--- config.mk ---
export PLATFORM = sky130hd
export DESIGN_NAME = pwm_velocity_decoder_flat
export DESIGN_NICKNAME = d
export VERILOG_FILES = /design/src/rtl/pwm_velocity_decoder_if.sv /design/src/rtl/pwm_velocity_decoder.sv /design/src/flat_wrapper.sv
export SDC_FILE = /design/constraint.sdc
export NUM_CORES = 1
export LEC_CHECK = 0
export ABC_AREA = 1
export ABC_CLOCK_PERIOD_IN_PS = 1780
export CAP_MARGIN = 20
export CELL_PAD_IN_SITES_DETAIL_PLACEMENT = 1
export CELL_PAD_IN_SITES_GLOBAL_PLACEMENT = 1
export CORE_AREA = 2 2 91 93
export DETAILED_ROUTE_END_ITERATION = 6
export DIE_AREA = 0 0 93 95
export HOLD_SLACK_MARGIN = 0.12
export PLACE_DENSITY_LB_ADDON = 0.05
export SLEW_MARGIN = 0
export SYNTH_ARGS = -nofsm -noshare
export SYNTH_HDL_FRONTEND = slang
export SYNTH_SLANG_ARGS = --single-unit
export TNS_END_PERCENT = 50
--- constraint.sdc ---
create_clock -name clk -period 1.78 [get_ports clk]
set_input_delay 0.534 -clock clk [delete_from_list [all_inputs] [get_ports clk]]
set_output_delay 0.534 -clock clk [all_outputs]
set_load 0.005 [all_outputs]
--- src/rtl/pwm_velocity_decoder_if.sv ---
`default_nettype none
// ============================================================================
// Module   : pwm_velocity_decoder_if
// Purpose  : Pin-side PWM input and decoded velocity bus of the PWM decoder.
// Revision : 1.0 - initial release
// ============================================================================
interface pwm_velocity_decoder_if;
   logic        pwm_in;
   logic [10:0] velocity;
   logic        vel_valid;
   logic        range_err;
   logic        timeout;

   modport master (
      input  pwm_in,
      output velocity,
      output vel_valid,
      output range_err,
      output timeout
   );

   modport slave (
      output pwm_in,
      input  velocity,
      input  vel_valid,
      input  range_err,
      input  timeout
   );
endinterface
`default_nettype wire

--- src/rtl/pwm_velocity_decoder.sv ---
`default_nettype none
// ============================================================================
// Module   : pwm_velocity_decoder
// Purpose  : Measures servo-style PWM high time in microseconds and decodes it
//            into an 11-bit velocity with range clamp and timeout watchdog.
//            Define PWM_AVG4_EN to output the mean of the last 4 decodes.
// Revision : 1.0 - initial release
// ============================================================================
module pwm_velocity_decoder #(
   parameter int CLK_HZ     = 100_000_000,
   parameter int TICK_HZ    = 1_000_000,
   parameter int MIN_US     = 1000,
   parameter int MAX_US     = 2000,
   parameter int TIMEOUT_US = 25000
) (
   input  logic                   clk,
   input  logic                   rst,
   pwm_velocity_decoder_if.master vel_bus
);

   localparam int c_TICK_DIV = CLK_HZ / TICK_HZ;
   localparam int c_TW       = (c_TICK_DIV > 1) ? $clog2(c_TICK_DIV) : 1;
   localparam logic [c_TW-1:0] c_TICK_LAST = c_TW'(c_TICK_DIV - 1);
   localparam logic [15:0]     c_TIMEOUT   = 16'(TIMEOUT_US);

   typedef enum logic [1:0] {
      WAIT_LOW  = 2'd0,
      WAIT_RISE = 2'd1,
      MEASURE   = 2'd2,
      DONE      = 2'd3
   } state_t;

   state_t          r_state, w_state_nxt;
   logic [1:0]      r_sync;
   logic            r_sync_d;
   logic [c_TW-1:0] r_tick_cnt;
   logic [15:0]     r_width, r_wd;
   logic [10:0]     r_velocity;
   logic            r_vel_valid, r_range_err, r_timeout;
   logic            w_rise, w_fall, w_tick, w_width_clr, w_update;
   logic [16:0]     w_diff;
   logic [10:0]     w_dec, w_vel_new;
   logic            w_dec_err, w_err_new;

   // Sync chain resets high so a pin already high at reset release reads as
   // "mid-pulse" and is discarded in WAIT_LOW rather than seen as a rise.
   always_ff @(posedge clk or negedge rst) begin
      if (!rst) begin
         r_sync   <= 2'b11;
         r_sync_d <= 1'b1;
      end else begin
         r_sync   <= {r_sync[0], vel_bus.pwm_in};
         r_sync_d <= r_sync[1];
      end
   end

   assign w_rise = r_sync[1] & ~r_sync_d;
   assign w_fall = ~r_sync[1] & r_sync_d;
   assign w_tick = (r_tick_cnt == c_TICK_LAST);

   always_ff @(posedge clk or negedge rst) begin
      if (!rst)
         r_tick_cnt <= '0;
      else if (w_rise || w_tick)
         r_tick_cnt <= '0;
      else
         r_tick_cnt <= r_tick_cnt + c_TW'(1);
   end

   always_ff @(posedge clk or negedge rst) begin
      if (!rst)
         r_state <= WAIT_LOW;
      else
         r_state <= w_state_nxt;
   end

   always_comb begin
      w_state_nxt = r_state;
      w_width_clr = 1'b0;
      case (r_state)
         WAIT_LOW:  if (!r_sync[1]) w_state_nxt = WAIT_RISE;
         WAIT_RISE: if (w_rise) begin
                       w_state_nxt = MEASURE;
                       w_width_clr = 1'b1;
                    end
         MEASURE:   if (w_fall)
                       w_state_nxt = DONE;
                    else if (r_width == c_TIMEOUT)
                       w_state_nxt = WAIT_LOW;
         DONE:      if (w_rise) begin
                       w_state_nxt = MEASURE;
                       w_width_clr = 1'b1;
                    end else begin
                       w_state_nxt = WAIT_RISE;
                    end
         default:   w_state_nxt = WAIT_LOW;
      endcase
   end

   always_ff @(posedge clk or negedge rst) begin
      if (!rst)
         r_width <= '0;
      else if (w_width_clr)
         r_width <= '0;
      else if (r_state == MEASURE && w_tick && r_width != 16'hFFFF)
         r_width <= r_width + 16'd1;
   end

   always_ff @(posedge clk or negedge rst) begin
      if (!rst)
         r_wd <= '0;
      else if (w_update)
         r_wd <= '0;
      else if (w_tick && r_wd != 16'hFFFF)
         r_wd <= r_wd + 16'd1;
   end

   always_comb begin
      w_diff    = {1'b0, r_width} - 17'(MIN_US);
      w_dec     = 11'(w_diff);
      w_dec_err = 1'b0;
      if (r_width < 16'(MIN_US)) begin
         w_dec     = '0;
         w_dec_err = 1'b1;
      end else if (r_width > 16'(MAX_US)) begin
         w_dec     = 11'(MAX_US - MIN_US);
         w_dec_err = 1'b1;
      end
   end

`ifdef PWM_AVG4_EN
   logic [10:0] r_buf [4];
   logic [1:0]  r_idx;
   logic        r_pend, r_err_pend;
   logic [12:0] w_sum;

   always_ff @(posedge clk or negedge rst) begin
      if (!rst) begin
         for (int i = 0; i < 4; i++) r_buf[i] <= '0;
         r_idx      <= '0;
         r_pend     <= 1'b0;
         r_err_pend <= 1'b0;
      end else begin
         r_pend <= (r_state == DONE);
         if (r_state == DONE) begin
            r_buf[r_idx] <= w_dec;
            r_idx        <= r_idx + 2'd1;
            r_err_pend   <= w_dec_err;
         end
      end
   end

   assign w_sum     = 13'(r_buf[0]) + 13'(r_buf[1]) + 13'(r_buf[2]) + 13'(r_buf[3]);
   assign w_vel_new = 11'(w_sum >> 2);
   assign w_err_new = r_err_pend;
   assign w_update  = r_pend;
`else
   assign w_vel_new = w_dec;
   assign w_err_new = w_dec_err;
   assign w_update  = (r_state == DONE);
`endif

   always_ff @(posedge clk or negedge rst) begin
      if (!rst) begin
         r_velocity  <= '0;
         r_vel_valid <= 1'b0;
         r_range_err <= 1'b0;
         r_timeout   <= 1'b0;
      end else begin
         r_vel_valid <= w_update;
         if (w_update) begin
            r_velocity  <= w_vel_new;
            r_range_err <= w_err_new;
            r_timeout   <= 1'b0;
         end else if (r_wd >= c_TIMEOUT) begin
            r_timeout   <= 1'b1;
         end
      end
   end

   assign vel_bus.velocity  = r_velocity;
   assign vel_bus.vel_valid = r_vel_valid;
   assign vel_bus.range_err = r_range_err;
   assign vel_bus.timeout   = r_timeout;

endmodule
`default_nettype wire

--- src/flat_wrapper.sv ---
// flat-port wrapper written by rule: the top's interface ports become plain ports
module pwm_velocity_decoder_flat 
#(
   parameter int CLK_HZ     = 100_000_000,
   parameter int TICK_HZ    = 1_000_000,
   parameter int MIN_US     = 1000,
   parameter int MAX_US     = 2000,
   parameter int TIMEOUT_US = 25000
)
  (clk, rst, vel_bus_pwm_in, vel_bus_velocity, vel_bus_vel_valid, vel_bus_range_err, vel_bus_timeout);
  pwm_velocity_decoder_if vel_bus_i ();
  input  logic clk;
  input  logic rst;
  input wire logic [$bits(vel_bus_i.pwm_in)-1:0] vel_bus_pwm_in;
  output wire logic [$bits(vel_bus_i.velocity)-1:0] vel_bus_velocity;
  output wire logic [$bits(vel_bus_i.vel_valid)-1:0] vel_bus_vel_valid;
  output wire logic [$bits(vel_bus_i.range_err)-1:0] vel_bus_range_err;
  output wire logic [$bits(vel_bus_i.timeout)-1:0] vel_bus_timeout;
  assign vel_bus_i.pwm_in = vel_bus_pwm_in;
  assign vel_bus_velocity = vel_bus_i.velocity;
  assign vel_bus_vel_valid = vel_bus_i.vel_valid;
  assign vel_bus_range_err = vel_bus_i.range_err;
  assign vel_bus_timeout = vel_bus_i.timeout;
  pwm_velocity_decoder #(.CLK_HZ(CLK_HZ), .TICK_HZ(TICK_HZ), .MIN_US(MIN_US), .MAX_US(MAX_US), .TIMEOUT_US(TIMEOUT_US)) u_core (.clk(clk), .rst(rst), .vel_bus(vel_bus_i));
endmodule
# After elaboration in Yosys (flattened, before gate mapping)
# Index checks and enable logic that the tools add are counted.
dict set report totals {
  regBits 58
  in_bits 3
}
dict set report op_classes {
  n_addsub 4
  n_lt_le_gt_ge 3
  eq_ne 10
  mux 19
  bitwise 4
  reduce_logical 10
}
# op n
set op_table {}
lappend op_table {{16-bit 2-to-1 mux} 4}
lappend op_table {{16-bit by 1-bit adder with 16-bit output, second input constant} 2}
lappend op_table {{16-bit != test, second input constant} 2}
lappend op_table {{11-bit 2-to-1 mux} 2}
lappend op_table {{16-bit by 15-bit == test with 1-bit output, second input constant} 1}
lappend op_table {{16-bit by 15-bit >= comparator with 1-bit output, second input constant} 1}
lappend op_table {{16-bit by 11-bit greater-than comparator with 1-bit output, second input constant} 1}
lappend op_table {{16-bit by 10-bit < comparator with 1-bit output, second input constant} 1}
lappend op_table {{11-bit by 10-bit subtractor with 11-bit output, second input constant} 1}
lappend op_table {{2-bit 2-to-1 mux} 5}
lappend op_table {{2-bit case mux with 4 select lines} 1}
lappend op_table {{7-bit by 1-bit adder with 7-bit output, second input constant} 1}
lappend op_table {{7-bit == test, second input constant} 1}
lappend op_table {{7-bit 2-to-1 mux} 1}
lappend op_table {{1-bit 2-to-1 mux} 6}
lappend op_table {{2-bit nonzero test} 3}
lappend op_table {{2-bit == test, second input constant} 2}
lappend op_table {{1-bit logical AND} 3}
lappend op_table {{3-bit by 1-bit != test with 1-bit output, second input constant} 1}
lappend op_table {{3-bit AND reduction} 1}
lappend op_table {{1-bit bitwise AND} 2}
lappend op_table {{2-bit by 1-bit == test with 1-bit output, second input constant} 1}
lappend op_table {{2-bit zero test} 1}
lappend op_table {{2-bit by 1-bit != test with 1-bit output, second input constant} 1}
lappend op_table {{other kinds (4)} 5}

# Depth between registers and ports, before layout
dict set report logic_depth {
  ltp_word 5
  depth_mapped 10
  depth_no_buf 9
}

# Worst setup path before layout
# OpenSTA, ideal clock, no wires.
dict set report synth_timing {
  kind {register to register}
  from {register u_core.r_width[0]}
  to {register u_core.r_width[7]}
  arrival_ns 1.493
  required_ns 1.715
  slack_ns 0.222
  stages_incl_launch_ff 10
  n_path_buf 1
  period_less_slack_ns 1.558
  cell_sequence {dfrtp_1 > ha_1 > nand3_1 > inv_1 > nand2_2 > nor2_4 > nor2_4 > buf_6 > nand4_1 > nand2_1}
}
dict set report synth_via {
  elab_chain_len 3
}
# item line_no
set synth_rtl {}
lappend synth_rtl {{start, declared} pwm_velocity_decoder.sv:37} ;# logic [15:0] r_width, r_wd;
lappend synth_rtl {{start signal, assigned} pwm_velocity_decoder.sv:106} ;# r_width <= r_width + 16'd1;
lappend synth_rtl {{16-bit by 1-bit adder with 16-bit output or 16-bit != test (tied branches)} {pwm_velocity_decoder.sv:106, pwm_velocity_decoder.sv:105}}
lappend synth_rtl {{16-bit 2-to-1 mux or 1-bit logical AND (tied branches)} pwm_velocity_decoder.sv:105} ;# else if (r_state == MEASURE && w_tick && r_width != 16'hFFFF)
lappend synth_rtl {{16-bit 2-to-1 mux or 2-bit nonzero test (tied branches)} -}
# Parallel ways exist; a longest one is shown, timed or not. The select of a mux whose other input is x is not followed.
# A chain may end at the register's enable or synchronous reset.

# Worst setup path after layout
dict set report layout_timing {
  from {register u_core.r_velocity[2] (netlist: u_core.vel_bus.velocity[2])}
  to {output port vel_bus_velocity[2]}
}
# item line_no
set layout_lines {}
lappend layout_lines {{start, declared} pwm_velocity_decoder.sv:38} ;# logic [10:0] r_velocity;
lappend layout_lines {{start signal, assigned} pwm_velocity_decoder.sv:172} ;# r_velocity <= w_vel_new;
lappend layout_lines {{end, declared} flat_wrapper.sv:15} ;# output wire logic [$bits(vel_bus_i.velocity)-1:0] vel_bus_velocity;
# No word-level cell between the ends.

==> results.sh <==
export IMPL_dpl_cell_area_sq_um=3890
export IMPL_syn_nets=467
export IMPL_seqPwrFrac_pct=43.3
export IMPL_nets=514
export IMPL_yosys_area_top_type="dfrtp_1"
export IMPL_synth_xor_area_share_pct=4.294
export IMPL_critPathMaxFanout=2
export IMPL_cp_end_kind="primary output"
export IMPL_fin_area_sq_um=4223
export IMPL_clkSinkCount=58
export IMPL_drive_gt1_share_pct=16.31
export IMPL_postLayoutCoreUtil_pct=53.27
export IMPL_p_leak_nw=2.192
export IMPL_synthTopCellsByArea="dfrtp_1 (40%), nand2_1 (16%), nor2_1 (5.8%)"
export IMPL_clock_power_share_pct=41.2
export IMPL_synth_fa_ha_area_share_pct=2.526
export IMPL_wl_per_cell_um=15.98
export IMPL_dp_cells=591
export IMPL_synthMuxAreaShare_pct=0
export IMPL_die_y_um=95
export IMPL_firstDrtPassIters=4
export IMPL_vias=3227
export IMPL_die_area_sq_um=8835
export IMPL_netlist_top_cells_count="nand2_1 (146), dfrtp_1 (55), nor2_1 (54)"
export IMPL_worst_path_buf_inv=1
export IMPL_hold_viol=0
export IMPL_cts_buffer_depth=2
export IMPL_syn2layout_area_growth_pct=21.80
export IMPL_switchingPower_mw=0.9470
export IMPL_status="finished clean"
export IMPL_synth_edf_count=0
export IMPL_io_pins=17
export IMPL_synth_distinct_cells=33
export IMPL_fin_crit_sh_pct=97.67
export IMPL_worstSetupPathType="flip-flop to primary output"
export IMPL_place_hpwl_mm=7.048
export IMPL_p_int_mw=2.405
export IMPL_synth_area_sq_um=3467
export IMPL_maxSlewHeadroom_pct=67.65
export IMPL_max_vdd_ir_drop_uv=395.8
export IMPL_via_per_inst=5.256
export IMPL_async_flop_share_pct=100.0
export IMPL_final_cells=614
export IMPL_seq_area_frac_synth_pct=41.97
export IMPL_rsz0062_at_grt="yes"
export IMPL_critPathSlowestCell="clkdlybuf4s50_1"
export IMPL_worstPathCellList="clkdlybuf4s50_1"
export IMPL_pwr_density_cell_nw_per_um2=793.8
export IMPL_io_buffers=16
export IMPL_grt_pass1_wl_mm=16.33
export IMPL_path_delay_family="buffers and inverters"
export IMPL_ys_warnings_count=0
export IMPL_critPathArrivalTime_ps=1200
export IMPL_clock_fmax_mhz=575.2
export IMPL_clock_latency_ps=340
export IMPL_synth_seq_cells=58
export IMPL_period_minus_slack_ps=1739
export IMPL_synth_top_flop_cell="dfrtp_1"
export IMPL_drcViolationCount=0
export IMPL_combPwrFrac_pct=15.5
export IMPL_tightest_slew_ps=484.1
export IMPL_antenna_found_initial=0
export IMPL_synthSimpleGateAreaFrac_pct=39.55
export IMPL_postSynthCellCount=457
export IMPL_hold_class="flip-flop to flip-flop"
export IMPL_slew_viol_final=0
export IMPL_cts_tree="yes"
export IMPL_synth_area_per_cell_sq_um=7.587
export IMPL_grt_overflow_total=0
export IMPL_synth_compound_gate_area_share_pct=4.764
export IMPL_grt_pass1_vias=3401
export IMPL_cp_start_kind="flip-flop"
export IMPL_required_ps=1250
export IMPL_gp_congestion=0.8345
export IMPL_wl_mm=9.809
export IMPL_row_count=33
export IMPL_htree_levels=3
export IMPL_root_buffer="clkbuf_8"
export IMPL_synth_top_family_by_area="simple AND/OR/NAND/NOR gates"
export IMPL_first_iter_violations=71
export IMPL_clkTransAtPathRegs_ps=70
export IMPL_drv_cap=0
export IMPL_setup_viol=0
export IMPL_initial_utilization_pct=43.73
export IMPL_finClkSkew_ps=10.06
export IMPL_grt_use_total_pct=23.54
export IMPL_numCtsBuffers=9
export IMPL_yosys_area_top_type_share_pct=39.70
export IMPL_dieWidth_um=93
export IMPL_synth_most_common_cell="nand2_1"
export IMPL_antenna_cells=0
export IMPL_core_sq_um=7928
export IMPL_antenna_left=0
export IMPL_cpPeakStageDelay_ps=510
export IMPL_switching_share_pct=28.25
export IMPL_grt_max_degree=26
## state kept, by name (all words and copies together), names as in the netlist
| name | flops |
|---|---|
| u_core.r_wd | 16 |
| u_core.vel_bus.vel_valid | 1 |
| u_core.vel_bus.timeout | 1 |
| u_core.r_tick_cnt | 7 |
| u_core.vel_bus.velocity | 11 |
| u_core.vel_bus.range_err | 1 |
| u_core.r_sync_d | 1 |
| u_core.r_sync | 2 |
| u_core.r_width | 16 |
| u_core.r_state | 2 |
## area by class of cell
cell class / instances / area, sq um
clock inverter: 5 / 77.57
sequential: 58 / 1455
timing repair buffer: 45 / 447.9
tap: 105 / 131.4
multi-input combinational: 344 / 1797
clock buffer: 11 / 141.4
inverter: 46 / 172.7
fill: 1018 / 3705
## power by group through the flow
stage                     clock network, mW  registers, mW  logic, mW
after floorplan                           0           1.46      0.295
after global placement                    0           1.47      0.479
after detailed placement                  0           1.48      0.496
after CTS                              1.40           1.45      0.502
after global routing                   1.47           1.46      0.575
final                                  1.38           1.45      0.521
## metrics by stage
| stage | worst slack [ps] | total power, mW | setup TNS, ps | hold slack (ps) |
|---|---|---|---|---|
| floorplan | 222.3 | 1.756 | 0 | 238.4 |
| global placement | 106.3 | 1.948 | 0 | 347.5 |
| detailed placement | 56.70 | 1.974 | 0 | 347.0 |
| CTS | 1.507 | 3.354 | 0 | 360.8 |
| global route | -46.42 | 3.503 | -142.9 | 366.4 |
| finish | 41.49 | 3.352 | 0 | 364.2 |
## what timing repair did
| item | 4_1_cts | 5_1_grt |
|---|---|---|
| gates resized for setup | 0 | 16 |
| endpoints found under the hold margin | 12 | 0 |
| setup endpoints to repair | 0 | 35 |
| buffers inserted | 0 | 5 |
| hold buffers | 1 | 0 |
## metal layers
layer | vias to the layer above | track usage, % | wire (um)
met5 | - | 0 | 0
met3 | 14 | 4.310 | 164
met1 | 1614 | 28.31 | 4287
met4 | 0 | 7.108 | 129
met2 | 36 | 42.81 | 5227
li1 | 1563 | - | -
## cell usage in the layout, fill, tap and decap left out, types with 2 or more instances in the layout
| cell type | n |
|---|---|
| nor2_2 | 2 |
| nor2_1 | 54 |
| bufinv_16 | 2 |
| nand2_2 | 7 |
| nand3b_1 | 4 |
| o21ai_0 | 5 |
| buf_6 | 2 |
| o21ai_2 | 8 |
| ha_1 | 5 |
| a21oi_1 | 5 |
| buf_12 | 4 |
| buf_2 | 2 |
| dlymetal6s2s_1 | 7 |
| and3_1 | 2 |
| clkinv_2 | 2 |
| buf_4 | 21 |
| xor2_1 | 15 |
| nor3_1 | 6 |
| dfstp_2 | 3 |
| nand4_1 | 28 |
| nor3b_1 | 2 |
| clkdlybuf4s50_1 | 8 |
| inv_1 | 44 |
| nor2_4 | 8 |
| nand2_1 | 146 |
| xnor2_1 | 2 |
| nand3_1 | 32 |
| nand3_2 | 3 |
| clkbuf_8 | 10 |
| dfrtp_1 | 55 |
| a21oi_2 | 3 |
## logic make-up (layout without fill, tap and decap cells)
group           count (synthesis)  count (layout)
fa+ha+maj                       7               7
simple gates                  296             296
buf+inv                        55             107
compound gates                 24              24
flops                          58              58
xor+xnor                       17              17
## path summary, 6_finish.rpt
path | cells past startpoint | slack (ps) | end | start
max | 1 | 40 | vel_bus_velocity[2] | u_core.vel_bus.velocity[2]$_DFFE_PN0P_
min | 0 | 360 | u_core.r_sync[1]$_DFF_PN1_ | u_core.r_sync[0]$_DFF_PN1_
max reg2reg | 10 | 90 | u_core.vel_bus.range_err$_DFFE_PN0P_ | u_core.r_width[0]$_DFFE_PN0P_
min reg2reg | 0 | 360 | u_core.r_sync[1]$_DFF_PN1_ | u_core.r_sync[0]$_DFF_PN1_
max in group asynchronous | 3 | 600 | u_core.r_sync_d$_DFF_PN1_ | rst
min in group asynchronous | 2 | 640 | u_core.r_wd[13]$_DFFE_PN0P_ | rst
(Power assumes the default switching activity.)
